--- src/rtl/pcpi_pkg.sv ---
// pcpi_pkg
// Shared definitions for the PCPI multiply/divide co-processors:
// RV32M opcode/funct7/funct3 constants, the common handshake state
// encoding, and small operand-conditioning helpers.
package pcpi_pkg;

    localparam logic [6:0] OPCODE_OP     = 7'b0110011;
    localparam logic [6:0] FUNCT7_MULDIV = 7'b0000001;

    localparam logic [2:0] FUNCT3_MUL    = 3'b000;
    localparam logic [2:0] FUNCT3_MULH   = 3'b001;
    localparam logic [2:0] FUNCT3_MULHSU = 3'b010;
    localparam logic [2:0] FUNCT3_MULHU  = 3'b011;
    localparam logic [2:0] FUNCT3_DIV    = 3'b100;
    localparam logic [2:0] FUNCT3_DIVU   = 3'b101;
    localparam logic [2:0] FUNCT3_REM    = 3'b110;
    localparam logic [2:0] FUNCT3_REMU   = 3'b111;

    typedef enum logic [1:0] {
        ST_IDLE = 2'b00,
        ST_BUSY = 2'b01,
        ST_DONE = 2'b10,
        ST_HOLD = 2'b11
    } pcpi_state_t;

    // Two's-complement magnitude of a value whose sign is already known.
    // 0x8000_0000 maps to itself, which is the correct unsigned 2^31.
    function automatic logic [31:0] op_magnitude(input logic [31:0] value,
                                                 input logic        is_neg);
        op_magnitude = is_neg ? (32'd0 - value) : value;
    endfunction

    // Zero the low n bits of a 32-bit operand.
    function automatic logic [31:0] drop_low_bits(input logic [31:0] value,
                                                  input logic [4:0]  n);
        drop_low_bits = value & (32'hFFFF_FFFF << n);
    endfunction

endpackage

--- src/rtl/pcpi_mul_decode.sv ---
// pcpi_mul_decode
// Combinational decode of RV32M multiply instructions.
// Ports:
//   insn        - instruction word
//   match       - word is MUL/MULH/MULHSU/MULHU
//   op_high     - result is the upper product word
//   rs1_signed  - rs1 is interpreted as signed
//   rs2_signed  - rs2 is interpreted as signed
module pcpi_mul_decode
    import pcpi_pkg::*;
(
    input  logic [31:0] insn,
    output logic        match,
    output logic        op_high,
    output logic        rs1_signed,
    output logic        rs2_signed
);

    // Register-index fields play no part in decode.
    logic unused_fields;
    assign unused_fields = ^{insn[24:15], insn[11:7]};

    // Opcode/funct7 gate, then funct3 selects the multiply flavour.
    always_comb begin
        match      = 1'b0;
        op_high    = 1'b0;
        rs1_signed = 1'b0;
        rs2_signed = 1'b0;
        if ((insn[6:0] == OPCODE_OP) && (insn[31:25] == FUNCT7_MULDIV)) begin
            case (insn[14:12])
                FUNCT3_MUL: begin
                    match = 1'b1;
                end
                FUNCT3_MULH: begin
                    match      = 1'b1;
                    op_high    = 1'b1;
                    rs1_signed = 1'b1;
                    rs2_signed = 1'b1;
                end
                FUNCT3_MULHSU: begin
                    match      = 1'b1;
                    op_high    = 1'b1;
                    rs1_signed = 1'b1;
                end
                FUNCT3_MULHU: begin
                    match   = 1'b1;
                    op_high = 1'b1;
                end
                default: begin
                    match = 1'b0;
                end
            endcase
        end else begin
            match = 1'b0;
        end
    end

endmodule

--- src/rtl/pcpi_approx_mul.sv ---
// pcpi_approx_mul
// PCPI multiplier with optional operand truncation: the low N bits of each
// operand magnitude are dropped, and the radix-2 shift-add loop skips the
// corresponding multiplier bits, so latency shrinks to 33-N cycles.
// Ports:
//   clk, reset            - clock, synchronous active-high reset
//   pcpi_valid/insn/rs1/rs2 - PCPI request from the core
//   approx_level          - N, low bits dropped (ignored if ENABLE_APPROX=0)
//   pcpi_wr/rd/wait/ready - PCPI response (all registered)
module pcpi_approx_mul
    import pcpi_pkg::*;
#(
    parameter bit ENABLE_APPROX = 1'b1
) (
    input  logic        clk,
    input  logic        reset,
    input  logic        pcpi_valid,
    input  logic [31:0] pcpi_insn,
    input  logic [31:0] pcpi_rs1,
    input  logic [31:0] pcpi_rs2,
    input  logic [4:0]  approx_level,
    output logic        pcpi_wr,
    output logic [31:0] pcpi_rd,
    output logic        pcpi_wait,
    output logic        pcpi_ready
);

    pcpi_state_t state_r;
    pcpi_state_t next_state_s;

    logic        dec_match_s;
    logic        dec_op_high_s;
    logic        dec_rs1_signed_s;
    logic        dec_rs2_signed_s;

    logic [4:0]  n_eff_s;
    logic        a_neg_s;
    logic        b_neg_s;
    logic [31:0] a_mag_s;
    logic [31:0] b_mag_s;

    logic [63:0] acc_r;
    logic [63:0] mcand_r;
    logic [31:0] mplier_r;
    logic [5:0]  cnt_r;
    logic        neg_r;
    logic        op_high_r;

    logic [63:0] acc_next_s;
    logic [63:0] prod_s;
    logic [31:0] result_s;

    pcpi_mul_decode u_decode (
        .insn       (pcpi_insn),
        .match      (dec_match_s),
        .op_high    (dec_op_high_s),
        .rs1_signed (dec_rs1_signed_s),
        .rs2_signed (dec_rs2_signed_s)
    );

    // Operand conditioning at accept: sign strip, then truncation.
    always_comb begin
        n_eff_s = ENABLE_APPROX ? approx_level : 5'd0;
        a_neg_s = dec_rs1_signed_s & pcpi_rs1[31];
        b_neg_s = dec_rs2_signed_s & pcpi_rs2[31];
        a_mag_s = drop_low_bits(op_magnitude(pcpi_rs1, a_neg_s), n_eff_s);
        b_mag_s = drop_low_bits(op_magnitude(pcpi_rs2, b_neg_s), n_eff_s);
    end

    // One shift-add step, plus sign fix-up and word select of the final sum.
    always_comb begin
        acc_next_s = mplier_r[0] ? (acc_r + mcand_r) : acc_r;
        prod_s     = neg_r ? (64'd0 - acc_next_s) : acc_next_s;
        result_s   = op_high_r ? prod_s[63:32] : prod_s[31:0];
    end

    // Handshake next-state logic.
    always_comb begin
        next_state_s = state_r;
        case (state_r)
            ST_IDLE: begin
                if (pcpi_valid && dec_match_s) begin
                    next_state_s = ST_BUSY;
                end else begin
                    next_state_s = ST_IDLE;
                end
            end
            ST_BUSY: begin
                // A withdrawn request aborts even on the final step.
                if (!pcpi_valid) begin
                    next_state_s = ST_IDLE;
                end else if (cnt_r == 6'd31) begin
                    next_state_s = ST_DONE;
                end else begin
                    next_state_s = ST_BUSY;
                end
            end
            ST_DONE: begin
                next_state_s = ST_HOLD;
            end
            ST_HOLD: begin
                if (!pcpi_valid) begin
                    next_state_s = ST_IDLE;
                end else begin
                    next_state_s = ST_HOLD;
                end
            end
            default: begin
                next_state_s = ST_IDLE;
            end
        endcase
    end

    // State, datapath and registered PCPI outputs.
    always_ff @(posedge clk) begin
        if (reset) begin
            state_r    <= ST_IDLE;
            acc_r      <= 64'd0;
            mcand_r    <= 64'd0;
            mplier_r   <= 32'd0;
            cnt_r      <= 6'd0;
            neg_r      <= 1'b0;
            op_high_r  <= 1'b0;
            pcpi_wr    <= 1'b0;
            pcpi_rd    <= 32'd0;
            pcpi_wait  <= 1'b0;
            pcpi_ready <= 1'b0;
        end else begin
            state_r <= next_state_s;
            case (state_r)
                ST_IDLE: begin
                    if (next_state_s == ST_BUSY) begin
                        // Pre-align both operands to multiplier bit N.
                        acc_r     <= 64'd0;
                        mcand_r   <= {32'd0, a_mag_s} << n_eff_s;
                        mplier_r  <= b_mag_s >> n_eff_s;
                        cnt_r     <= {1'b0, n_eff_s};
                        neg_r     <= a_neg_s ^ b_neg_s;
                        op_high_r <= dec_op_high_s;
                    end
                end
                ST_BUSY: begin
                    acc_r    <= acc_next_s;
                    mcand_r  <= mcand_r << 1;
                    mplier_r <= mplier_r >> 1;
                    cnt_r    <= cnt_r + 6'd1;
                end
                default: begin
                end
            endcase
            pcpi_wait  <= (next_state_s == ST_BUSY);
            pcpi_ready <= (next_state_s == ST_DONE);
            pcpi_wr    <= (next_state_s == ST_DONE);
            pcpi_rd    <= (next_state_s == ST_DONE) ? result_s : 32'd0;
        end
    end

endmodule

--- config.mk ---
export PLATFORM = sky130hd
export DESIGN_NAME = pcpi_approx_mul
export DESIGN_NICKNAME = d
export VERILOG_FILES = /design/src/rtl/pcpi_pkg.sv /design/src/rtl/pcpi_mul_decode.sv /design/src/rtl/pcpi_approx_mul.sv
export SDC_FILE = /design/constraint.sdc
export NUM_CORES = 1
export LEC_CHECK = 0
export CAP_MARGIN = 20
export CORE_ASPECT_RATIO = 2
export CORE_UTILIZATION = 30
export CTS_CLUSTER_SIZE = 10
export DETAILED_ROUTE_END_ITERATION = 12
export PLACE_DENSITY = 0.45
export SETUP_SLACK_MARGIN = 0.2
export SYNTH_ARGS = -nofsm -noshare
export SYNTH_HDL_FRONTEND = slang
export SYNTH_HIERARCHICAL = 1
export SYNTH_SLANG_ARGS = --single-unit
--- constraint.sdc ---
create_clock -name clk -period 4.95 [get_ports clk]
set_input_delay 0.7425 -clock clk [delete_from_list [all_inputs] [get_ports clk]]
set_output_delay 0.7425 -clock clk [all_outputs]
set_load 0.01 [all_outputs]
**Word level (Yosys, flattened, before mapping)**

Index checks and enable logic that the tools add are counted.

- Bits of input ports: 104
- Output and inout port bits: 35
- Logic and storage cells: 73
- Register bits: 204

- Bitwise logic cells: 6
- Equal/unequal tests: 12
- Add/sub/neg operators: 5
- Shifts and indexed selects: 3
- Muxes and demuxes: 26
- Reductions and logical operators: 11

Operators by type and width:

| cell | count |
|---|---|
| $mux W64 | 4 |
| $pmux W64 S2 | 2 |
| $mux W32 | 4 |
| $add A64 B64 Y64 | 1 |
| $and A32 B32 Y32 | 2 |
| $pmux W32 S2 | 1 |
| $shl A32 B5 Y64 | 1 |
| $sub A1 B32 Y32 const A | 2 |
| $sub A1 B64 Y64 const A | 1 |
| $shl A32 B5 Y32 const A | 1 |
| $shr A32 B5 Y32 | 1 |
| $pmux W6 S2 | 1 |
| $mux W1 | 9 |
| $pmux W2 S4 | 1 |
| $eq A7 B1 Y1 const B | 1 |
| $eq A7 B6 Y1 const B | 1 |
| $add A6 B1 Y6 const B | 1 |
| $eq A2 B2 Y1 const B | 3 |
| $eq A3 B2 Y1 const B | 2 |
| $eq A6 B5 Y1 const B | 1 |
| $mux W2 | 3 |
| $mux W6 | 1 |
| $eq A2 B1 Y1 const B | 2 |
| $reduce_and A2 Y1 | 2 |
| other kinds (12) | 15 |

**Depth between registers and ports, before layout**

- Depth after elaboration: 10
- Mapped depth: 17
- Depth with buffers taken out: 16

**By module**

The synthesis kept the hierarchy.

Modules (own cells, without submodules):

| module | seq. area each (sq um) | area each (sq um) | times used | cells an instance |
|---|---|---|---|---|
| pcpi_approx_mul | 4083.9 | 19565.0 | 1 | 2782 |
| pcpi_mul_decode | 0.0 | 90.1 | 1 | 11 |

**Least setup slack after synthesis**

No wires, ideal clock.

- Kind: register -> register
- Start: register acc_r[0]
- End: register pcpi_rd[25]
- Library setup time: 0.130 ns
- Path buffers: 1
- Required time: 4.820 ns
- Stages on the path, launching flop included: 18
- Period minus slack after synthesis: 4.496 ns
- Setup slack: 0.454 ns
- Data arrival time: 4.366 ns
- Cells stage by stage: dfxtp_1 ha_1 inv_1 fa_1 nor2b_4 o31a_4 o21ai_4 nor4b_1 a311oi_2 or4b_4 or3_1 buf_6 nor4b_4 nand4_4 or4_4 o41ai_4 xnor2_1 o22ai_1

- Word-level cells in the longest chain between the ends: 5

RTL lines:

| item | line | source |
|---|---|---|
| start: declaration | pcpi_approx_mul.sv:42 | `logic [63:0] acc_r;` |
| start signal: assignment | pcpi_approx_mul.sv:143 | `acc_r <= acc_next_s;` |
| $add A64 B64 Y64 | pcpi_approx_mul.sv:72 | `acc_next_s = mplier_r[0] ? (acc_r + mcand_r) : acc_r;` |
| $mux W64 (*) | pcpi_approx_mul.sv:72 |  |
| $sub A1 B64 Y64 | pcpi_approx_mul.sv:73 | `prod_s = neg_r ? (64'd0 - acc_next_s) : acc_next_s;` |
| $mux W64 (*) | pcpi_approx_mul.sv:73 |  |
| $mux W32 (*) | pcpi_approx_mul.sv:74 | `result_s = op_high_r ? prod_s[63:32] : prod_s[31:0];` |
| end signal: assignment | pcpi_approx_mul.sv:154 | `pcpi_rd <= (next_state_s == ST_DONE) ? result_s : 32'd0;` |
| end: declaration | pcpi_approx_mul.sv:23 | `output logic [31:0] pcpi_rd,` |

Every way passes the cells marked *; elsewhere a longest branch is shown, timed or not.
A chain may end at the register's enable or synchronous reset.

**Worst setup path in the final report**

- Start: register acc_r[31]
- End: register pcpi_rd[25]

The elaborated chain is that of the path after synthesis.

==> impl_results.html <==
<table>
<tr><th>Metric</th><th>Value</th></tr>
<tr><th colspan="2">Die</th></tr>
<tr><td>Floorplan Core Area</td><td>64700 sq um</td></tr>
<tr><td>Placement Rows</td><td>approximately 130</td></tr>
<tr><td>Boundary pin count</td><td>139</td></tr>
<tr><td>Starting density of the core</td><td>0.304</td></tr>
<tr><td>Die height</td><td>364 microns</td></tr>
<tr><td>Die Area</td><td>~67000 sq um</td></tr>
<tr><td>X dimension of the die</td><td>183 microns</td></tr>
<tr><th colspan="2">Placed design</th></tr>
<tr><td>Post-detailed-placement cell area</td><td>24400 sq um</td></tr>
<tr><td>Quantity of I/O buffers inserted on ports</td><td>123</td></tr>
<tr><td>Worst-case setup slack after placement</td><td>-495 ps</td></tr>
<tr><td>HPWL after DPL</td><td>roughly 83 mm</td></tr>
<tr><td>Routability Congestion</td><td>1.03</td></tr>
<tr><td>Number of placed cells counting well taps</td><td>4011</td></tr>
<tr><th colspan="2">Detailed routing</th></tr>
<tr><td>Routed WL</td><td>102 mm</td></tr>
<tr><td>Met2 WL post-DR</td><td>53.1 mm</td></tr>
<tr><td>DR vias</td><td>23500</td></tr>
<tr><td>Wl on met1</td><td>~33 mm</td></tr>
<tr><td>Via density per instance</td><td>5.81</td></tr>
<tr><td>Highest metal layer with signal wires</td><td>met4</td></tr>
<tr><td>ANT nets after route</td><td>0</td></tr>
<tr><td>Drt initial violations</td><td>1564</td></tr>
<tr><td>Routed met3 length</td><td>3.79 mm</td></tr>
<tr><td>Remaining routing DRC violations</td><td>0</td></tr>
<tr><td>Detailed-route wire length per cell</td><td>between 20 and 30 microns</td></tr>
<tr><td>Number of iterations in the first detailed-routing pass</td><td>5</td></tr>
<tr><th colspan="2">Power</th></tr>
<tr><td>Net switching fraction of the power</td><td>0.295</td></tr>
<tr><td>Part of the total power dissipated in sequential elements</td><td>0.416</td></tr>
<tr><td>Clock network fraction of design power</td><td>0.423</td></tr>
<tr><td>Cell internal power dissipation</td><td>2780 uW</td></tr>
<tr><td>Switching component of the power</td><td>roughly 1200 uW</td></tr>
<tr><td>Leakage power figure</td><td>0.0102 uW</td></tr>
<tr><td>Ratio of total power to cell area</td><td>153 nW/um^2</td></tr>
<tr><td>Share of power burned in combinational logic</td><td>0.161</td></tr>
<tr><td>Peak ir drop on the vdd network</td><td>around 0.00021 V</td></tr>
<tr><th colspan="2">Clock network</th></tr>
<tr><td>Clock-pin transition on the worst setup and hold timing paths</td><td>about 70 ps</td></tr>
<tr><td>Maximum root-to-sink buffer count</td><td>3</td></tr>
<tr><td>Post-CTS Hold Buffers</td><td>0</td></tr>
<tr><td>Clk Latency, worst-skew pair</td><td>between 500 and 600 ps</td></tr>
<tr><td>Total number of H-tree levels</td><td>1</td></tr>
<tr><td>CTS root buffer</td><td>clkbuf_16</td></tr>
<tr><td>TritonCTS clock tree</td><td>yes</td></tr>
<tr><td>Total number of clock tree sinks</td><td>204</td></tr>
<tr><td>TritonCTS buffer count</td><td>24</td></tr>
<tr><th colspan="2">Yosys</th></tr>
<tr><td>Synthesized instance count</td><td>between 2000 and 3000</td></tr>
<tr><td>Prevailing post-synth register cell</td><td>dfxtp_1</td></tr>
<tr><td>Number of enable-type register cells in the synthesized netlist</td><td>0</td></tr>
<tr><td>Number of distinct library cells after synthesis</td><td>106</td></tr>
<tr><td>Synth top area cells</td><td>dfxtp_1 (21%), nor2_1 (6.8%), a21oi_1 (6.2%), nand2_1 (5.3%), mux2i_1 (5.1%)</td></tr>
<tr><td>Post-Synthesis Cell Area</td><td>19700 sq um</td></tr>
<tr><td>Yosys warning count</td><td>6</td></tr>
<tr><td>Portion of the post-synthesis area used by sequential elements</td><td>0.208</td></tr>
<tr><td>Share of flip-flops with an asynchronous set or reset</td><td>0</td></tr>
<tr><td>Most used standard cell by instance count after synthesis</td><td>nor2_1</td></tr>
<tr><td>Top post-synthesis cells by count</td><td>nor2_1 (356), nand2_1 (276), a21oi_1 (245)</td></tr>
<tr><td>Portion of synthesized cell area occupied by the leading cell type</td><td>0.208</td></tr>
<tr><td>Cell taking the most area after synthesis</td><td>dfxtp_1</td></tr>
<tr><td>Syn_nets</td><td>2965</td></tr>
<tr><td>Per-instance average area after synthesis</td><td>between 7 and 8 sq um</td></tr>
<tr><td>Synth Register Bits</td><td>between 200 and 250</td></tr>
<tr><th colspan="2">Finish</th></tr>
<tr><td>Final std cells w/o fill</td><td>around 4100</td></tr>
<tr><td>Layout cell share with drive strength beyond 1</td><td>0.210</td></tr>
<tr><td>Post-layout net count</td><td>roughly 3400</td></tr>
<tr><td>Area overhead of the layout relative to synthesis</td><td>31.1%</td></tr>
<tr><td>Final instance area</td><td>25800 sq um</td></tr>
<tr><td>Antenna diode instance count</td><td>0</td></tr>
<tr><td>Fillcell total</td><td>6994</td></tr>
<tr><th colspan="2">Worst setup path</th></tr>
<tr><td>Worst-path cell chain</td><td>ha_1, buf_4, a21oi_2, o21ai_1, buf_4, a211oi_4, buf_4, o221ai_1, buf_4, nor2_1, buf_4, xor2_4, a31oi_4, nor4_2, buf_4, nand4_4, or4_4, o41ai_4, xnor2_2, o22ai_1</td></tr>
<tr><td>Critical-path maximum fanout</td><td>5</td></tr>
<tr><td>Worst Setup Path Type</td><td>flop to flop</td></tr>
<tr><td>Delay of the slowest cell on the worst path</td><td>between 500 and 600 ps</td></tr>
<tr><td>Cell type of the slowest stage on the worst timing path</td><td>or4_4</td></tr>
<tr><td>Cell repeated most along the worst path</td><td>buf_4</td></tr>
<tr><td>Nature of the critical path startpoint</td><td>flop</td></tr>
<tr><td>CP Data Required Time</td><td>5370 ps</td></tr>
<tr><td>Register-to-register setup slack</td><td>250 ps</td></tr>
<tr><td>Data arrival time of the worst path</td><td>slightly above 5000 ps</td></tr>
<tr><td>Type of destination of the critical path</td><td>flop</td></tr>
<tr><th colspan="2">GRT</th></tr>
<tr><td>Largest net degree at the start of global routing</td><td>121</td></tr>
<tr><td>First-pass GRT wire length</td><td>148 mm</td></tr>
<tr><td>Total global routing track utilization</td><td>0.301</td></tr>
<tr><td>Number of antenna violations at the first check in global routing</td><td>0</td></tr>
<tr><td>Total global routing overflow</td><td>0</td></tr>
<tr><td>Vias in the first global route</td><td>23600</td></tr>
<tr><th colspan="2">STA</th></tr>
<tr><td>Slew of the pin with the lowest slew margin</td><td>1050 ps</td></tr>
<tr><td>Crit path time final</td><td>4700 ps</td></tr>
<tr><td>Sum of negative setup slack</td><td>0 ps</td></tr>
<tr><td>Final setup skew</td><td>18.6 ps</td></tr>
<tr><td>Final count of negative-setup-slack endpoints</td><td>0</td></tr>
<tr><td>Final slew viol count</td><td>0</td></tr>
<tr><td>Final critical-path share of the clock period</td><td>0.949</td></tr>
<tr><td>Slew headroom</td><td>0.290</td></tr>
<tr><td>Fin. Hold Viols</td><td>0</td></tr>
<tr><td>Unrepaired setup endpoints after global routing</td><td>yes</td></tr>
<tr><td>Worst-case setup margin in the final layout</td><td>252 ps</td></tr>
<tr><td>Max Freq</td><td>roughly 210 MHz</td></tr>
<tr><th colspan="2">Min path</th></tr>
<tr><td>Min-Delay Path Class</td><td>flop to flop</td></tr>
<tr><th colspan="2">Outcome</th></tr>
<tr><td>Result of the run</td><td>finished clean</td></tr>
<tr><th colspan="2">Flow run</th></tr>
<tr><td>Maximum capacitance violations</td><td>0</td></tr>
</table>
-- routing by layer --
| layer | global-route usage | vias up |
|---|---|---|
| met5 | 0 | - |
| met4 | 0.319 | 0 |
| met3 | 0.0299 | 330 |
| met2 | 0.568 | 789 |
| met1 | 0.266 | 11300 |
| li1 | - | 11200 |
-- sequential cells by signal (all words and copies together) (netlist names) --
name	count
pcpi_ready	1
neg_r	1
mplier_r	32
state_r	2
acc_r	64
mcand_r	64
pcpi_rd	32
cnt_r	6
op_high_r	1
pcpi_wait	1
-- worst paths after layout --
path,start,endpoint,cells after the start
worst min-delay path,mplier_r[19],mplier_r[18],2
worst max register to register,acc_r[31],pcpi_rd[25],20
worst max-delay path,acc_r[31],pcpi_rd[25],20
worst min register to register,mplier_r[19],mplier_r[18],2
-- critical path, delay by kind of cell, from the launching register on --
kind	cells	cell delay, ps
flip-flops	1	350
AO/OA/AOI/OAI	7	1270
XOR/XNOR	2	360
adder cells (fa/ha/maj)	1	340
AND/OR/NAND/NOR	4	1160
buffers and inverters	6	1040
-- metrics by stage --
step | total power, uW | hold WS (ps) | utilization
2_1_floorplan | 1980 | 446 | -
3_3_place_gp | 2300 | 458 | 0.377
3_5_place_dp | 2300 | 461 | 0.377
4_1_cts | 3970 | 456 | 0.391
5_1_grt | 4070 | 493 | 0.398
6_report | 3940 | 466 | 0.398
-- power groups by stage --
| stage | Clock (uW) | Combinational, uW | Sequential [uW] |
|---|---|---|---|
| 2_1_floorplan | 0 | 305 | 1680 |
| 3_3_place_gp | 0 | 623 | 1680 |
| 3_5_place_dp | 0 | 624 | 1680 |
| 4_1_cts | 1700 | 626 | 1640 |
| 5_1_grt | 1750 | 670 | 1640 |
| 6_report | 1670 | 634 | 1640 |
-- cells in the final DEF, fill, tap and decap left out, types with 64 or more instances in the layout --
| master | Yosys | routed |
|---|---|---|
| nor2_1 | 356 | 352 |
| clkdlybuf4s50_1 | 0 | 118 |
| xor2_1 | 67 | 64 |
| a31oi_1 | 85 | 82 |
| mux2i_1 | 101 | 101 |
| o21ai_0 | 199 | 188 |
| a21oi_1 | 245 | 225 |
| dfxtp_1 | 204 | 198 |
| nand2_1 | 276 | 273 |
| nand3_1 | 112 | 108 |
| xnor2_1 | 65 | 64 |
| buf_4 | 12 | 426 |
| nor3_1 | 100 | 96 |
-- cells by family after synthesis --
kind of cell,Yosys count,share of synthesized area
adder cells (fa/ha/maj),68,0.0437
AND/OR/NAND/NOR,1093,0.264
multiplexers,142,0.0749
buffers and inverters,247,0.0515
XOR/XNOR,132,0.0588
flip-flops,204,0.208
AO/OA/AOI/OAI,907,0.300
-- area by class of cell --
cell class                 count  area, sq um  share of cell area
tap                          871         1090              0.0423
clock buffer                  27          633              0.0246
clock inverter                 1         7.51            0.000291
multi-input combinational   2342        15200               0.589
sequential                   204         4090               0.159
inverter                      47          176             0.00685
timing repair buffer         559         4580               0.178
-- timing repair --
| item | in CTS | in global routing |
|---|---|---|
| resized for setup | 45 | 88 |
| setup endpoints to repair | 24 | 24 |
| pin swaps | 9 | 27 |
| hold endpoints to repair | 0 | 0 |
| buffers inserted | 4 | 8 |
Note: power is estimated with default switching activity, not from simulation.
